--- src/rtl/byte_deserializer.sv ---
// byte_deserializer: packs DATA_W-bit input beats into 1/2/4-lane words selected
// at run time by mode, with valid/ready on both sides and one output holding register.
module byte_deserializer #(
  parameter int DATA_W    = 8,
  parameter int MAX_LANES = 4,
  parameter int LSB_FIRST = 1
) (
  input  logic                          clk,
  input  logic                          rst,
  input  logic                          enb,
  input  logic [1:0]                    mode,
  input  logic                          in_valid,
  output logic                          in_ready,
  input  logic [DATA_W-1:0]             in_data,
  output logic                          out_valid,
  input  logic                          out_ready,
  output logic [DATA_W*MAX_LANES-1:0]   out_data,
  output logic [2:0]                    out_lanes,
  output logic                          mode_err
);

  localparam int WORD_W = DATA_W * MAX_LANES;

  logic [1:0]        r_mode_q;
  logic [1:0]        r_cnt;
  logic [WORD_W-1:0] r_acc;
  logic              r_out_valid;
  logic [WORD_W-1:0] r_out_data;
  logic [2:0]        r_out_lanes;
  logic              r_mode_err;

  logic [2:0]        w_n;
  logic [1:0]        w_nm1;
  logic              w_last;
  logic [1:0]        w_lane;
  logic              w_mode_chg;
  logic              w_accept;
  logic              w_pop;
  logic [WORD_W-1:0] w_word;

  // Decode active lane count from the registered mode
  always_comb begin
    w_n   = 3'd1;
    w_nm1 = 2'd0;
    case (r_mode_q)
      2'b01:   begin w_n = 3'd2; w_nm1 = 2'd1; end
      2'b10:   begin w_n = 3'd4; w_nm1 = 2'd3; end
      default: begin w_n = 3'd1; w_nm1 = 2'd0; end
    endcase
  end

  assign w_last     = (r_cnt == w_nm1);
  assign w_lane     = (LSB_FIRST != 0) ? r_cnt : (w_nm1 - r_cnt);
  assign w_mode_chg = (mode != r_mode_q);
  assign in_ready   = enb && !w_mode_chg && !(w_last && r_out_valid && !out_ready);
  assign w_accept   = in_valid && in_ready;
  assign w_pop      = r_out_valid && out_ready;

  // Accumulator with the current beat merged into its lane; inactive lanes zeroed
  always_comb begin
    w_word = '0;
    for (int unsigned l = 0; l < MAX_LANES; l++) begin
      if (l < 32'(w_n)) begin
        if (l == 32'(w_lane)) w_word[l*DATA_W +: DATA_W] = in_data;
        else                  w_word[l*DATA_W +: DATA_W] = r_acc[l*DATA_W +: DATA_W];
      end
    end
  end

  // Lane counter, accumulator, mode tracking and output holding register
  always_ff @(posedge clk) begin
    if (rst) begin
      r_mode_q    <= mode;
      r_cnt       <= '0;
      r_acc       <= '0;
      r_out_valid <= 1'b0;
      r_out_data  <= '0;
      r_out_lanes <= 3'd1;
      r_mode_err  <= 1'b0;
    end else begin
      r_mode_err <= 1'b0;
      // Pop clears valid unless a completion on the same edge reloads it below
      if (w_pop) r_out_valid <= 1'b0;
      if (w_mode_chg) begin
        r_mode_q   <= mode;
        r_cnt      <= '0;
        r_acc      <= '0;
        r_mode_err <= (r_cnt != 2'd0);
      end else if (w_accept) begin
        if (w_last) begin
          r_out_data  <= w_word;
          r_out_lanes <= w_n;
          r_out_valid <= 1'b1;
          r_cnt       <= '0;
          r_acc       <= '0;
        end else begin
          r_acc <= w_word;
          r_cnt <= r_cnt + 2'd1;
        end
      end
    end
  end

  assign out_valid = r_out_valid;
  assign out_data  = r_out_data;
  assign out_lanes = r_out_lanes;
  assign mode_err  = r_mode_err;

endmodule
--- config.mk ---
export PLATFORM = sky130hd
export DESIGN_NAME = byte_deserializer
export DESIGN_NICKNAME = d
export VERILOG_FILES = /design/src/rtl/byte_deserializer.sv
export SDC_FILE = /design/constraint.sdc
export NUM_CORES = 1
export LEC_CHECK = 0
export ABC_AREA = 1
export CAP_MARGIN = 15
export CORE_ASPECT_RATIO = 1.2
export CORE_MARGIN = 2
export CORE_UTILIZATION = 49
export CTS_CLUSTER_DIAMETER = 80
export DETAILED_ROUTE_END_ITERATION = 6
export PLACE_DENSITY = 0.73
export SKIP_LAST_GASP = 1
export SLEW_MARGIN = 20
export SYNTH_ARGS = -nofsm -noshare
export SYNTH_HDL_FRONTEND = slang
export SYNTH_SLANG_ARGS = --single-unit
--- constraint.sdc ---
create_clock -name clk -period 2.15 [get_ports clk]
set_input_delay 0.645 -clock clk [delete_from_list [all_inputs] [get_ports clk]]
set_output_delay 0.645 -clock clk [all_outputs]
set_load 0.02 [all_outputs]
==> results of run 1 <==
## power by group
group	switching, µW	internal, µW
clock	507	885
combinational	252	166
sequential	6.06	1370
total	766	2420
## worst max-delay path by stage
| stage | start | end | slack (ns) | depth (start not counted) |
|---|---|---|---|---|
| after floorplan | r_mode_q[0] | in_ready | 0.04 | 9 |
| after global placement | mode[0] | in_ready | -0.75 | 5 |
| after detailed placement | mode[0] | in_ready | -0.76 | 5 |
| after CTS | r_mode_q[1] | in_ready | -0.16 | 7 |
| after global routing | r_mode_q[1] | in_ready | -0.20 | 8 |
| final | r_mode_q[0] | in_ready | -0.12 | 6 |
## cells by family after synthesis
kind of cell,share of synthesized area
buffers and inverters,0.107
AO/OA/AOI/OAI,0.115
XOR/XNOR,0.00490
AND/OR/NAND/NOR,0.334
adder cells (fa/ha/maj),0.0245
flip-flops,0.415
## metrics by stage
stage               instance area [µm²]  worst slack, ns
detailed placement                 4330           -0.758
global placement                   4330           -0.745
CTS                                4670           -0.156
global route                       4690           -0.201
floorplan                          3580           0.0420
finish                             4690           -0.120
## state kept, by name, summed over array words and instances, names as in the netlist
register,count
out_lanes,3
r_acc,32
r_mode_q,2
out_valid,1
r_cnt,2
out_data,32
mode_err,1
## repair_timing
action                                  4_1_cts  5_1_grt
pin swaps                                     5        5
endpoints found under the setup margin        1        7
buffers inserted                              1        0
gates resized for setup                      19        7
## cell usage after synthesis (2+ instances only)
cell / instances / area, µm²
sky130_fd_sc_hd__nand3_1: 24 / 120
sky130_fd_sc_hd__nand4_1: 27 / 169
sky130_fd_sc_hd__buf_6: 3 / 33.8
sky130_fd_sc_hd__buf_4: 2 / 15.0
sky130_fd_sc_hd__buf_1: 4 / 15.0
sky130_fd_sc_hd__xnor2_1: 2 / 17.5
sky130_fd_sc_hd__inv_2: 3 / 11.3
sky130_fd_sc_hd__a21oi_1: 45 / 225
sky130_fd_sc_hd__nor2_4: 2 / 22.5
sky130_fd_sc_hd__clkbuf_1: 16 / 60.1
sky130_fd_sc_hd__nor2_2: 2 / 12.5
sky130_fd_sc_hd__nand2_1: 105 / 394
sky130_fd_sc_hd__o21ai_0: 37 / 185
sky130_fd_sc_hd__buf_2: 11 / 55.1
sky130_fd_sc_hd__ha_1: 7 / 87.6
sky130_fd_sc_hd__inv_1: 50 / 188
sky130_fd_sc_hd__edfxtp_1: 2 / 60.1
sky130_fd_sc_hd__dfxtp_1: 71 / 1420
sky130_fd_sc_hd__nor2_1: 118 / 443
## critical path, stage by stage, from the launching register on
cell and delay [ns]:
sky130_fd_sc_hd__edfxtp_1 0.40, sky130_fd_sc_hd__buf_4 0.15, sky130_fd_sc_hd__buf_4 0.14, sky130_fd_sc_hd__xnor2_2 0.19, sky130_fd_sc_hd__nand3_4 0.12, sky130_fd_sc_hd__nor2_4 0.15
sky130_fd_sc_hd__buf_6 0.13
## cell type report
cell class	instances	share of cell area
clock buffer	10	0.0272
clock inverter	5	0.0275
inverter	54	0.0433
multi-input combinational	373	0.383
sequential	73	0.316
tap	90	0.0240
timing repair buffer	83	0.179
## layer usage
| metal | vias up | track usage | share of wire |
|---|---|---|---|
| li1 | 1817 | - | - |
| met1 | 1627 | 0.317 | 0.42 |
| met2 | 104 | 0.378 | 0.50 |
| met3 | 16 | 0.0474 | 0.060 |
| met4 | 0 | 0.0718 | 0.015 |
| met5 | - | 0 | 0 |
==> results.md, run 1 <==
- The commonest non-fill, non-tap cell in the layout is sky130_fd_sc_hd__nor2_1.
- The via count of the first global-routing pass came to approximately 3100.
- The data arrival time at the worst-slack endpoint is between 1.5 and 2 ns.
- The run finished, with violations left.
- The number of buffers added by the clock tree synthesis step is 9.
- Of the cells placed in the final design, the portion with a size suffix greater than 1 is 0.115.
- Clock tree synthesis found a total of 73 sinks.
- Measured on the finished design, the core utilization comes to 0.656.
- The synthesized instance count is 536.
- The H-tree level count is 3.
- The die is slightly above 80 µm wide.
- The row count is 34.
- The path class of the lowest-slack min-delay path is register to register.
- The routed layout has roughly 3600 vias.
- The total congestion overflow is 0.
- The number of hold violations in the final report is 0.
- The worst setup path is of the register to output pin kind.
- In this run the clock root is driven by a sky130_fd_sc_hd__clkbuf_8.
- Compared with the post-synthesis result, the final layout area differs by 31.1%.
- TritonCTS built the clock tree.
- The synthesized netlist net count is roughly 560.
- In this run the count of I/O pins placed on the die edge is 53.
- After detailed routing, the number of remaining DRC violations is 0.
- The worst register-to-register path has a depth of 9.
- The longest clock path from root to sink contains 2 buffers.
- STA classifies the critical path endpoint as an output pin.
- The required time of the critical path is 1.50 ns.
- After the last flow step, the layout net total stands at 616.
- The final-layout worst hold slack is between 0.4 and 0.5 ns.
- The cts-stage hold buffer count is 0.
- The register cell area after layout is ~0.0015 mm².
- The max-slew headroom at the worst pin is 0.609.
- Once detail routing completed, the nets flagged for antenna violations numbered 0.
- The total power divided by cell area is 680 mW/mm².
- The number of slew-limit violations in the final report is 0.
- The detailed router finished its first iteration with ~270 violations.
- The iteration count of the initial detailed-routing pass is 5.
- The number of antenna diodes in the final layout is 0.
- For the final routed database, the setup TNS stands at -0.120 ns.
- The register-to-register path setup slack is approximately 0.13 ns.
- The total track usage is 0.236.
- The mean cell area of the mapped netlist is ~6.7 µm².
- The routed design has 8880 µm of wire.
- VDD sags by at most 493 µV.
- Clock-pin slew was measured on the worst setup and hold paths at roughly 0.07 ns.
- After synthesis the netlist holds a flip-flop and latch count of 73.
- The depth of the worst hold-timing path is 2.
- The sort of element at the start of the critical path is a register.
- The HPWL after detailed placement is approximately 6000 µm.
- The checks that failed: negative setup slack.
- After synthesis the cells add up to around 0.0036 mm².
- Synthesis instantiated 24 different standard cells from the library.
- The count of port buffers added during placement is 52.
- The maximum number of pins on one net before global-route repair is 49.
- The Yosys step of the flow raised 0 warnings.
- The analysis attributes to cell leakage a power of between 0.0015 and 0.002 µW.
- The most used flip-flop cell after synthesis is sky130_fd_sc_hd__dfxtp_1.
- Setup repair after global routing could not meet its margin everywhere.
- The number of maximum-capacitance constraint violations is 0.
- The completed layout was analyzed and its total power is around 3200 µW.
- The insertion delay to the later sink of the worst-skew pair is 0.34 ns.
- Using the TritonRoute via totals, the vias-per-cell ratio works out to about 5.2.
- Setup violations remaining at the end of the flow were counted as 1.
- After detailed routing, the average wire length per cell comes to about 13 µm.
- Of all flip-flops after synthesis, the portion carrying an async set or reset was 0.
- The number of antenna violations at the first check in global routing is 0.
- The final setup slack of the worst path is -0.120 ns.
- The die is just under 100 µm tall.
- For the final database, setup skew stands at 0.00774 ns.
- The congestion estimate from routability-driven global placement came to around 0.84.
- The number of enable-type register cells in the synthesized netlist is 2.
- For this run, the register share of the synthesized area comes to 0.415.
- The fraction of the cycle the final worst path needs is 1.06.
- The reg-to-reg critical path endpoint is r_acc[6].
- The layout has 620 filler cells.
- The first-pass GRT wire length is ~15000 µm.
- The worst register-to-register path begins at r_mode_q[0].
- Timing would allow up to between 400 and 500 MHz.
- The cell count after placement is 672.
- The effective utilization at floorplan is 0.500.
- Leaving out fill and tap cells, the most frequent cells in the layout are sky130_fd_sc_hd__nor2_1, sky130_fd_sc_hd__nand2_1, sky130_fd_sc_hd__dfxtp_1.
- The final cell count without fillers is 688.
- At the pin with the least slew margin, the transition time is 0.587 ns.
- The highest fanout seen on the critical path is 2.
- The path with the worst hold slack has its endpoint at r_acc[19].
- Summing all multi-input logic gate instances after layout gives about 0.0018 mm².
- The die covers roughly 0.008 mm².
- The core region area is 0.00715 mm².
- The final period demand of the worst path is about 2.3 ns.
- The critical hold path startpoint is r_acc[19].
No activity file was read; power rests on OpenSTA's default activity.
==> inputs of run 2 (changes only) <==
CORE_UTILIZATION = 35   (was 49)
PLACE_DENSITY = 0.55   (was 0.73)
TNS_END_PERCENT = 10   (was default)
==> results.md, run 2 (synthesis results as in run 1) <==
- The flow ran to the end, but the final reports show violations.
- The checks that failed: negative setup slack.
- The worst setup slack after placement is -0.842 ns (-0.0837 ns).
- The slowest stage of the critical path is the sky130_fd_sc_hd__edfxtp_1 cell.
- The number of nets at the end of the flow is 620 (+0.65%).
- The first-pass GRT wire length came to 15600 µm (+5.3%).
- The CTS clock-pin slew for the worst setup and hold paths is 0.06 ns (about the same).
- The data arrival time at the worst-slack endpoint is 1.66 ns (+0.03 ns).
- The top-level port count is 53 (unchanged).
- The maximum number of pins on one net before global-route repair was 47 (-4.1%).
- The final setup slack of the worst path is -0.154 ns (-0.0339 ns).
- The part of the total power dissipated in combinational logic came to 0.126 (-0.006).
- The iteration count of the initial detailed-routing pass came to 5 (unchanged).
- The multi-input combinational cell area came to 0.00177 mm² (-1.1%).
- The highest fanout seen on the critical path was 3 (+1).
- The setup-violating endpoint count in the final report is 1 (unchanged).
- The via count of the first global-routing pass is 3156 (+1.1%).
- The transition time of the tightest slew-check pin is 0.578 ns (-0.00888 ns).
- The row count was 40 (+18%).
- The TritonCTS clock tree is yes.
- The longest individual stage delay on the worst path was 0.44 ns (+0.04 ns).
- Setup repair after global routing could not meet its margin everywhere.
- The max-slew headroom at the worst pin was 0.614 (+0.00592).
- The portion of total power attributed to sequential cells is 0.406 (-0.025).
- The share of final-layout standard cells stronger than drive strength 1 is 0.119 (+0.00402).
- The buffer type at the clock tree root is sky130_fd_sc_hd__clkbuf_16.
- The type of the worst setup path is register to output pin.
- The post-detailed-route via-to-cell ratio is 4.84 (-6.7%).
- The cell count after placement is 709 (+5.5%).
- The switching power as a share of total power is 0.242 (+0.00176).
- The library cell used most frequently in the layout, excluding fill and tap cells, is sky130_fd_sc_hd__nor2_1.
- The register cell area after layout is 0.00148 mm² (unchanged).
- The total congestion overflow is 0 (unchanged).
- The path class of the lowest-slack min-delay path is register to register.
- The total power consumption of the routed design is 3390 µW (+6.3%).
- The worst voltage drop across the vdd grid was 385 µV (-22%).
- The effective utilization at floorplan is 0.359 (-0.141).
- The number of fill cells is 994 (+60%).
- The number of cells traversed by the worst register-to-register path is 12 (+3).
- The number of nets still failing antenna checks after routing is 0 (unchanged).
- The full die area came to 0.0110 mm² (+38%).
- The final routed wire length divided by cell count is 13.2 µm (+2.4%).
- The number of slew-limit violations in the final report was 0 (unchanged).
- The clock network fraction of total power came to 0.467 (+0.030).
- The HPWL after detailed placement is 6640 µm (+11%).
- The number of hold violations in the final report was 0 (unchanged).
- The fmax is 434 MHz (-1.5%).
- The insertion delay to the later sink of the worst-skew pair was 0.33 ns (about the same).
- The maximum buffer depth of the clock tree was 2 (unchanged).
- The core region area is 0.00996 mm² (+39%).
- The count of port buffers added during placement is 52 (unchanged).
- The number of antenna violations at the first check in global routing is 0 (unchanged).
- The fraction of the cycle the final worst path needs is 1.07 (+0.0158).
- The height of the die is 115 µm (+18%).
- The final cell count without fillers came to 729 (+6.0%).
- The final clock skew was 0.00566 ns (-0.00209 ns).
- The required time of the critical path was 1.50 ns (about the same).
- The number of DRC violations after detailed routing is 0 (unchanged).
- STA classifies the critical path startpoint as a register.
- The clock sink count is 73 (unchanged).
- The die extent in x is 96.2 µm (+17%).
- The depth of the worst hold-timing path is 2 (unchanged).
- The library cells used most frequently in the layout, excluding fill and tap cells, are sky130_fd_sc_hd__nor2_1, sky130_fd_sc_hd__nand2_1, sky130_fd_sc_hd__dfxtp_1.
- The routability congestion estimate is 0.823 (-2.2%).
- The internal power was 2570 µW (+6.1%).
- The total track usage is 0.185 (-0.0516).
- STA classifies the critical path endpoint as an output pin.
- The total power divided by cell area is 703 mW/mm² (+3.5%).
- The switching component of the power is 820 µW (+7.1%).
- The final period demand of the worst path is 2.30 ns (+0.0339 ns).
- The diode insertion count for antenna repair is 0 (unchanged).
- The area growth from synthesis to layout is 34.7%.
- The detailed-route wire length came to 9630 µm (+8.5%).
- The detailed router's first-iteration violation count is 279 (+4.9%).
- The number of buffers added by the clock tree synthesis step is 9 (unchanged).
- The leakage power of the design is 0.00201 µW (+2.5%).
- The total number of vias came to 3525 (-1.1%).
- The cts-stage hold buffer count came to 0 (unchanged).
- The number of maximum-capacitance constraint violations was 0 (unchanged).
- Walking the worst path, the cells encountered are ha_4 -> inv_2 -> nand2_2 -> nand2_2 -> nand3_2 -> inv_2 -> nor2_4 -> buf_6.
- The H-tree level count is 3 (unchanged).
## run 2: cell types whose count changed in the layout (fill, tap and decap cells not counted), moves of 2 or more
cell | before | now
sky130_fd_sc_hd__clkbuf_16 | 0 | 10
sky130_fd_sc_hd__clkbuf_8 | 9 | 2
sky130_fd_sc_hd__buf_4 | 23 | 27
sky130_fd_sc_hd__bufinv_16 | 4 | 1
sky130_fd_sc_hd__clkinv_2 | 0 | 2
sky130_fd_sc_hd__nand2_1 | 101 | 103
sky130_fd_sc_hd__nand2_2 | 5 | 3
## run 2: timing repair
action,in CTS,in global routing
endpoints found under the setup margin,30,28
buffers inserted,4,0
pin swaps,6,5
gates resized for setup,18,5
## run 2: path summary, 6_finish.rpt
| check | start | endpoint | slack [ns] |
|---|---|---|---|
| setup / recovery | r_mode_q[1] | in_ready | -0.15 |
| hold / removal | r_acc[26] | r_acc[26] | 0.46 |
| setup reg to reg | r_mode_q[1] | out_data[21] | 0.14 |
| hold reg to reg | r_acc[26] | r_acc[26] | 0.46 |
## run 2: worst max-delay path, delay by kind of cell (launching register included)
family        cells  cell delay, ns
fa+ha+maj         1            0.31
buf+inv           3            0.23
flops             1            0.44
simple gates      4            0.36
## run 2: power by group through the flow
stage | sequential [µW] | clock [µW] | combinational (µW)
floorplan | 1410 | 0 | 218
global placement | 1400 | 0 | 398
detailed placement | 1400 | 0 | 400
CTS | 1380 | 1630 | 423
global route | 1380 | 1680 | 466
finish | 1380 | 1580 | 427
## run 2: per-stage QoR
stage                     instance area (µm²)  setup TNS (ns)  hold WS [ns]  utilization
after CTS                                4800          -0.190         0.460        0.482
final                                    4810          -0.154         0.459        0.483
after detailed placement                 4390          -20.83         0.451        0.440
after global routing                     4810          -0.217         0.476        0.483
after floorplan                          3580               0         0.441            -
after global placement                   4390          -19.90         0.447        0.440
## run 2: layer usage
| metal | track usage | share of wire | up-vias |
|---|---|---|---|
| met5 | 0 | 0 | - |
| met4 | 0.0819 | 0.024 | 0 |
| met3 | 0.0342 | 0.043 | 17 |
| met2 | 0.283 | 0.47 | 65 |
| met1 | 0.251 | 0.47 | 1611 |
| li1 | - | - | 1832 |
## run 2: layout make-up
cell class                      instances  share of cell area
Tap cell                              126              0.0328
Timing Repair Buffer                   87               0.181
Clock buffer                           12              0.0577
Clock inverter                          4             0.00988
Multi-Input combinational cell        373               0.369
Inverter                               54              0.0421
Sequential cell                        73               0.308
==> patch 1 (settings of run 1) <==
Set the parameter `LSB_FIRST` to 0 (it was 1).
--- a/src/rtl/byte_deserializer.sv
+++ b/src/rtl/byte_deserializer.sv
@@ -4,5 +4,5 @@
   parameter int DATA_W    = 8,
   parameter int MAX_LANES = 4,
-  parameter int LSB_FIRST = 1
+  parameter int LSB_FIRST = 0
 ) (
   input  logic                          clk,
Behaviour: not the same (a bounded check fails within 4 cycles, from zero or initial values and one cycle with rst high).
==> patch 1 against run 1 <==
  * The run still ends with negative setup slack left
  * First-iteration DRC count grew 24%
  * Final area grew 11%
  * Synthesized cell count grew 17%
  * Power grew 5.4%
  * Sequential cell count is the same
  * Global-route usage grew 0.64 points
  * Routed wire length grew 13%
  * Hold slack gained 2.2 ps
  * Worst setup slack lost 92 ps
  * Register-to-register slack lost 250 ps
  * Area after synthesis grew 7.4%
==> patch 1: results (changes against run 1) <==
share of synthesized registers carrying an async set or reset 0 (unchanged); R2R cell count 11 (+2); Multi-In Gates 402 (+7.8%); RePlAce Congestion 0.8531 (+1.4%); Mapped Nets 648 (+16%); share of layout cells above drive strength 1 0.1294 (+0.01401); Post-DP HPWL 6060 um (+0.91%); post-route worst setup slack -212.9 ps (-92.48 ps); Placed Area 0.004579 mm2 (+5.7%); Nets 728 (+18%); vias in the first global route 3706 (+19%); Multi-input gate area 0.001871 mm2 (+4.3%); slowest cell delay on critical path 410 ps; Crit Path Max Fanout 3 (+1); Final non-clock buffer share 0.1933 (+0.01438); Worst Min Path Start r_acc[8]; TNS Setup -1603 ps (-1483 ps); nonclk buf count 93 (+12%); outcome finished with violations; Worst Skew 12.24 ps (+4.494 ps); largest net degree at the start of global routing 36 (-27%); filler instances 644 (+3.9%); 1st-iter DRT viols 329 (+24%); reg-to-reg slack, setup -120 ps (-250 ps); hold depth 2 (unchanged); Leak 2.408 nW (+23%); wire per inst 12.52 um (-3.0%); Worst Hold End r_acc[8]; Netlist cell types 23 (-4.2%); failing checks negative setup slack; Crit Reg-Reg Endpoint r_acc[15]; Worst EP arrival 1720 ps (+90 ps); number of diodes 0 (unchanged); worst-margin pin slew 296.3 ps (-290.8 ps); startpoint type of the worst setup path flip-flop; Hold Slack 463.7 ps (+2.150 ps); Pwr per Cell Area 648.2 mW/mm2 (-4.6%); VDD IR max 450.7 uV (-8.6%); GRT Util Overall 0.2427 (+0.006408); clk cell area share 0.04349 (-0.01125); RR Startpoint r_mode_q[0]; Seq/Total Area, Yosys 0.3862 (-0.02839); first-pass GRT wire length 16510 um (+12%); clk_lat worst skew 360 ps (+20 ps); Vias 3940 (+11%); flops & latches, synth 73 (unchanged); Logic inverters 129 (+140%); largest cells by area after synthesis dfxtp_1 37%, nand2_1 22%, inv_1 12%; top post-synthesis cells by count 223 x nand2_1, 124 x inv_1, 85 x nor2_1, 71 x dfxtp_1, 42 x nand3_1; EDFF count, synth 2 (unchanged); final setup fails 36 (+35)
[patch 1: changes by cell type in the layout (fill, tap and decap cells not counted), moves of 3 or more]
cell / delta
a21oi_1: -11
buf_16: +4
buf_4: +3
buf_6: +3
ha_1: -3
inv_1: +74
nand2_1: +118
nand2_4: +4
nand3_1: +13
nand3_4: +3
nand4_1: -27
nor2_1: -36
o21ai_0: -37
[patch 1: what timing repair did]
item / CTS / global route
endpoints found under the setup margin: 50 / 71
cloned: 4 / 1
gates resized for setup: 29 / 21
pin swaps: 5 / 10
buffers inserted: 8 / 3
[patch 1: cell families after synthesis]
family,count (synthesis),synth area share
AND/OR/NAND/NOR,361,0.3826
buffers and inverters,154,0.1693
flip-flops,73,0.3862
AO/OA/AOI/OAI,35,0.04566
adder cells (fa/ha/maj),5,0.01631
[patch 1: report_power, final]
group,switching [mW],total [mW],internal [mW]
clock network,0.527,1.24,0.713
logic,0.429,0.717,0.288
registers,0.0145,1.40,1.39
[patch 1: per-stage QoR]
stage,worst slack (ps),instances,util
2_1_floorplan,89.81,628,-
3_3_place_gp,-665.0,775,0.6010
3_5_place_dp,-687.4,775,0.6010
4_1_cts,-174.9,801,0.6662
5_1_grt,-246.4,803,0.6796
6_report,-212.9,803,0.6796
[patch 1: per-layer routing]
layer / vias to the layer above / track usage / wire [um]
li1: 1991 / - / -
met1: 1748 / 0.2709 / 4061
met2: 154 / 0.4191 / 4907
met3: 47 / 0.04259 / 568
met4: 0 / 0.1661 / 513
met5: - / 0 / 0
[patch 1: worst max-delay path, delay by kind of cell, from the launching register on]
family / cells / cell delay, ps
buf+inv: 3 / 280
fa+ha+maj: 2 / 520
flops: 1 / 410
simple gates: 2 / 160
==> patch 2 (flow settings as in run 1) <==
Without the edit above. Add an input register stage for `mode`; this delays it by one clock. The other inputs are not delayed to match. Comments in the files are not updated.
--- a/src/rtl/byte_deserializer.sv
+++ b/src/rtl/byte_deserializer.sv
@@ -21,4 +21,10 @@
 
   localparam int WORD_W = DATA_W * MAX_LANES;
+
+  logic [1:0] mode_q;
+
+  always_ff @(posedge clk) begin
+    mode_q <= mode;
+  end
 
   logic [1:0]        r_mode_q;
@@ -52,5 +58,5 @@
   assign w_last     = (r_cnt == w_nm1);
   assign w_lane     = (LSB_FIRST != 0) ? r_cnt : (w_nm1 - r_cnt);
-  assign w_mode_chg = (mode != r_mode_q);
+  assign w_mode_chg = (mode_q != r_mode_q);
   assign in_ready   = enb && !w_mode_chg && !(w_last && r_out_valid && !out_ready);
   assign w_accept   = in_valid && in_ready;
@@ -71,5 +77,5 @@
   always_ff @(posedge clk) begin
     if (rst) begin
-      r_mode_q    <= mode;
+      r_mode_q    <= mode_q;
       r_cnt       <= '0;
       r_acc       <= '0;
@@ -83,5 +89,5 @@
       if (w_pop) r_out_valid <= 1'b0;
       if (w_mode_chg) begin
-        r_mode_q   <= mode;
+        r_mode_q   <= mode_q;
         r_cnt      <= '0;
         r_acc      <= '0;
Check against the original RTL: not equivalent (a bounded check fails within 4 cycles, from zero or initial values and one cycle with rst high).
==> patch 2 against run 1 <==
  * The run still ends with negative setup slack left
  * Largest power group is now registers
  * Area after synthesis increased by 0.63%
  * Power decreased by 0.86%
  * Routed wire length increased by 7.3%
  * Final area decreased by 3.9%
  * Die area increased by 0.60%
  * Maximum frequency decreased by 1.8%
  * Critical path depth increased by 2
  * Worst setup slack got worse by 43 ps
  * Global-route usage increased by 1.8 points
  * Largest cell class unchanged
  * Clock power decreased by 4%
  * Highest routed layer unchanged
  * Sequential cell count increased by 2
  * Synthesized cell count decreased by 4.5%
==> patch 2: results (changes against run 1) <==
DRT Pass-1 Iters 5 (unchanged); largest cells by area after synthesis dfxtp_1 41%, nor2_1 11%, nand2_1 9.5%; Most used DFF post-synth dfxtp_1; outcome finished with violations; wirelength, routed 9524 um (+7.3%); Cells after Synth 512 (-4.5%); CTS Root Cell clkbuf_8; Seq. pwr 1.41 mW (+3%); slowest cell delay on critical path 440 ps (+40 ps); Nets 579 (-6.0%); Post-CTS Resized 8 (-11); Mapped Nets 533 (-4.5%); top post-synthesis cells by count 107 x nor2_1, 91 x nand2_1, 73 x dfxtp_1, 56 x a21oi_1; RePlAce Congestion 0.8390 (-0.26%); VDD IR max 345.0 uV (-30%); Vias 3564 (unchanged); Combinational Power Share 0.132 (about the same); post-CTS setup buffers 0 (-1); EDFF count, synth 2 (unchanged); GRT Util Overall 0.2547 (+0.01848); Placed Area 0.004205 mm2 (-2.9%); switching power total 829.9 uW (+8.4%); wire per inst 14.58 um (+13%); initial antenna violation count 0 (unchanged); first-pass GRT wire length 16010 um (+8.3%); 1st-iter DRT viols 437 (+64%); port bufs 52 (unchanged); Leak 1.741 nW (-11%); failing checks negative setup slack; TNS Setup -163.0 ps (-42.56 ps); Netlist cell types 23 (-4.2%); CP max stage cell edfxtp_1; Post-DP HPWL 5682 um (-5.4%); Worst Skew 7.654 ps (-0.08774 ps); share of layout cells above drive strength 1 0.09591 (-0.01947); pre-CTS setup slack -558.7 ps (+199.7 ps); Top delay family on crit path flip-flops; final setup fails 1 (unchanged); post-route worst setup slack -163.0 ps (-42.56 ps); Slew HR 0.6271 (+0.01856); Worst EP arrival 1670 ps (+40 ps); Crit Path Max Fanout 3 (+1); Seq/Total Area, Yosys 0.4231 (+0.008538); vias in the first global route 3303 (+5.8%); H-Tree Level Count 3 (unchanged); placed insts 635 (-5.5%); largest net degree at the start of global routing 67 (+37%)
[patch 2: cell types whose count changed in the layout (fill, tap and decap cells not counted), moves of 2 or more]
cell,before,now
o21ai_0,37,33
nand2_1,101,90
nand4_1,27,34
nand3_1,22,34
nand2_2,5,2
inv_1,47,23
buf_4,23,15
buf_6,3,1
nor2_1,118,106
dfxtp_1,71,73
a21oi_1,45,56
[patch 2: path summary, 6_finish.rpt]
path | from | depth (start not counted) | slack [ps] | endpoint
max reg2reg | r_mode_q[1] | 11 | 20 | out_data[18]
min | r_acc[25] | 2 | 460 | r_acc[25]
max | r_mode_q[1] | 8 | -160 | in_ready
min reg2reg | r_acc[25] | 2 | 460 | r_acc[25]
[patch 2: cell families (layout without fill, tap and decap cells)]
group | count (synthesis) | after routing | share of synthesized area
AND/OR/NAND/NOR | 274 | 275 | 0.3389
XOR/XNOR | 1 | 1 | 0.002436
AO/OA/AOI/OAI | 89 | 89 | 0.1239
buffers and inverters | 67 | 117 | 0.09082
adder cells (fa/ha/maj) | 6 | 6 | 0.02088
flip-flops | 75 | 75 | 0.4231
[patch 2: cell type report]
| type | instances | area, um2 |
|---|---|---|
| tap | 90 | 112.6 |
| clock inverter | 6 | 112.6 |
| timing repair buffer | 73 | 743.2 |
| inverter | 28 | 105.1 |
| fill | 641 | 2685 |
| sequential | 75 | 1521 |
| multi-input combinational | 371 | 1782 |
| clock buffer | 10 | 127.6 |
[patch 2: metal layers]
metal / global-route usage / share of wire / vias up
li1: - / - / 1770
met1: 0.3550 / 0.44 / 1618
met2: 0.3809 / 0.47 / 155
met3: 0.03974 / 0.069 / 21
met4: 0.1218 / 0.026 / 0
met5: 0 / 0 / -
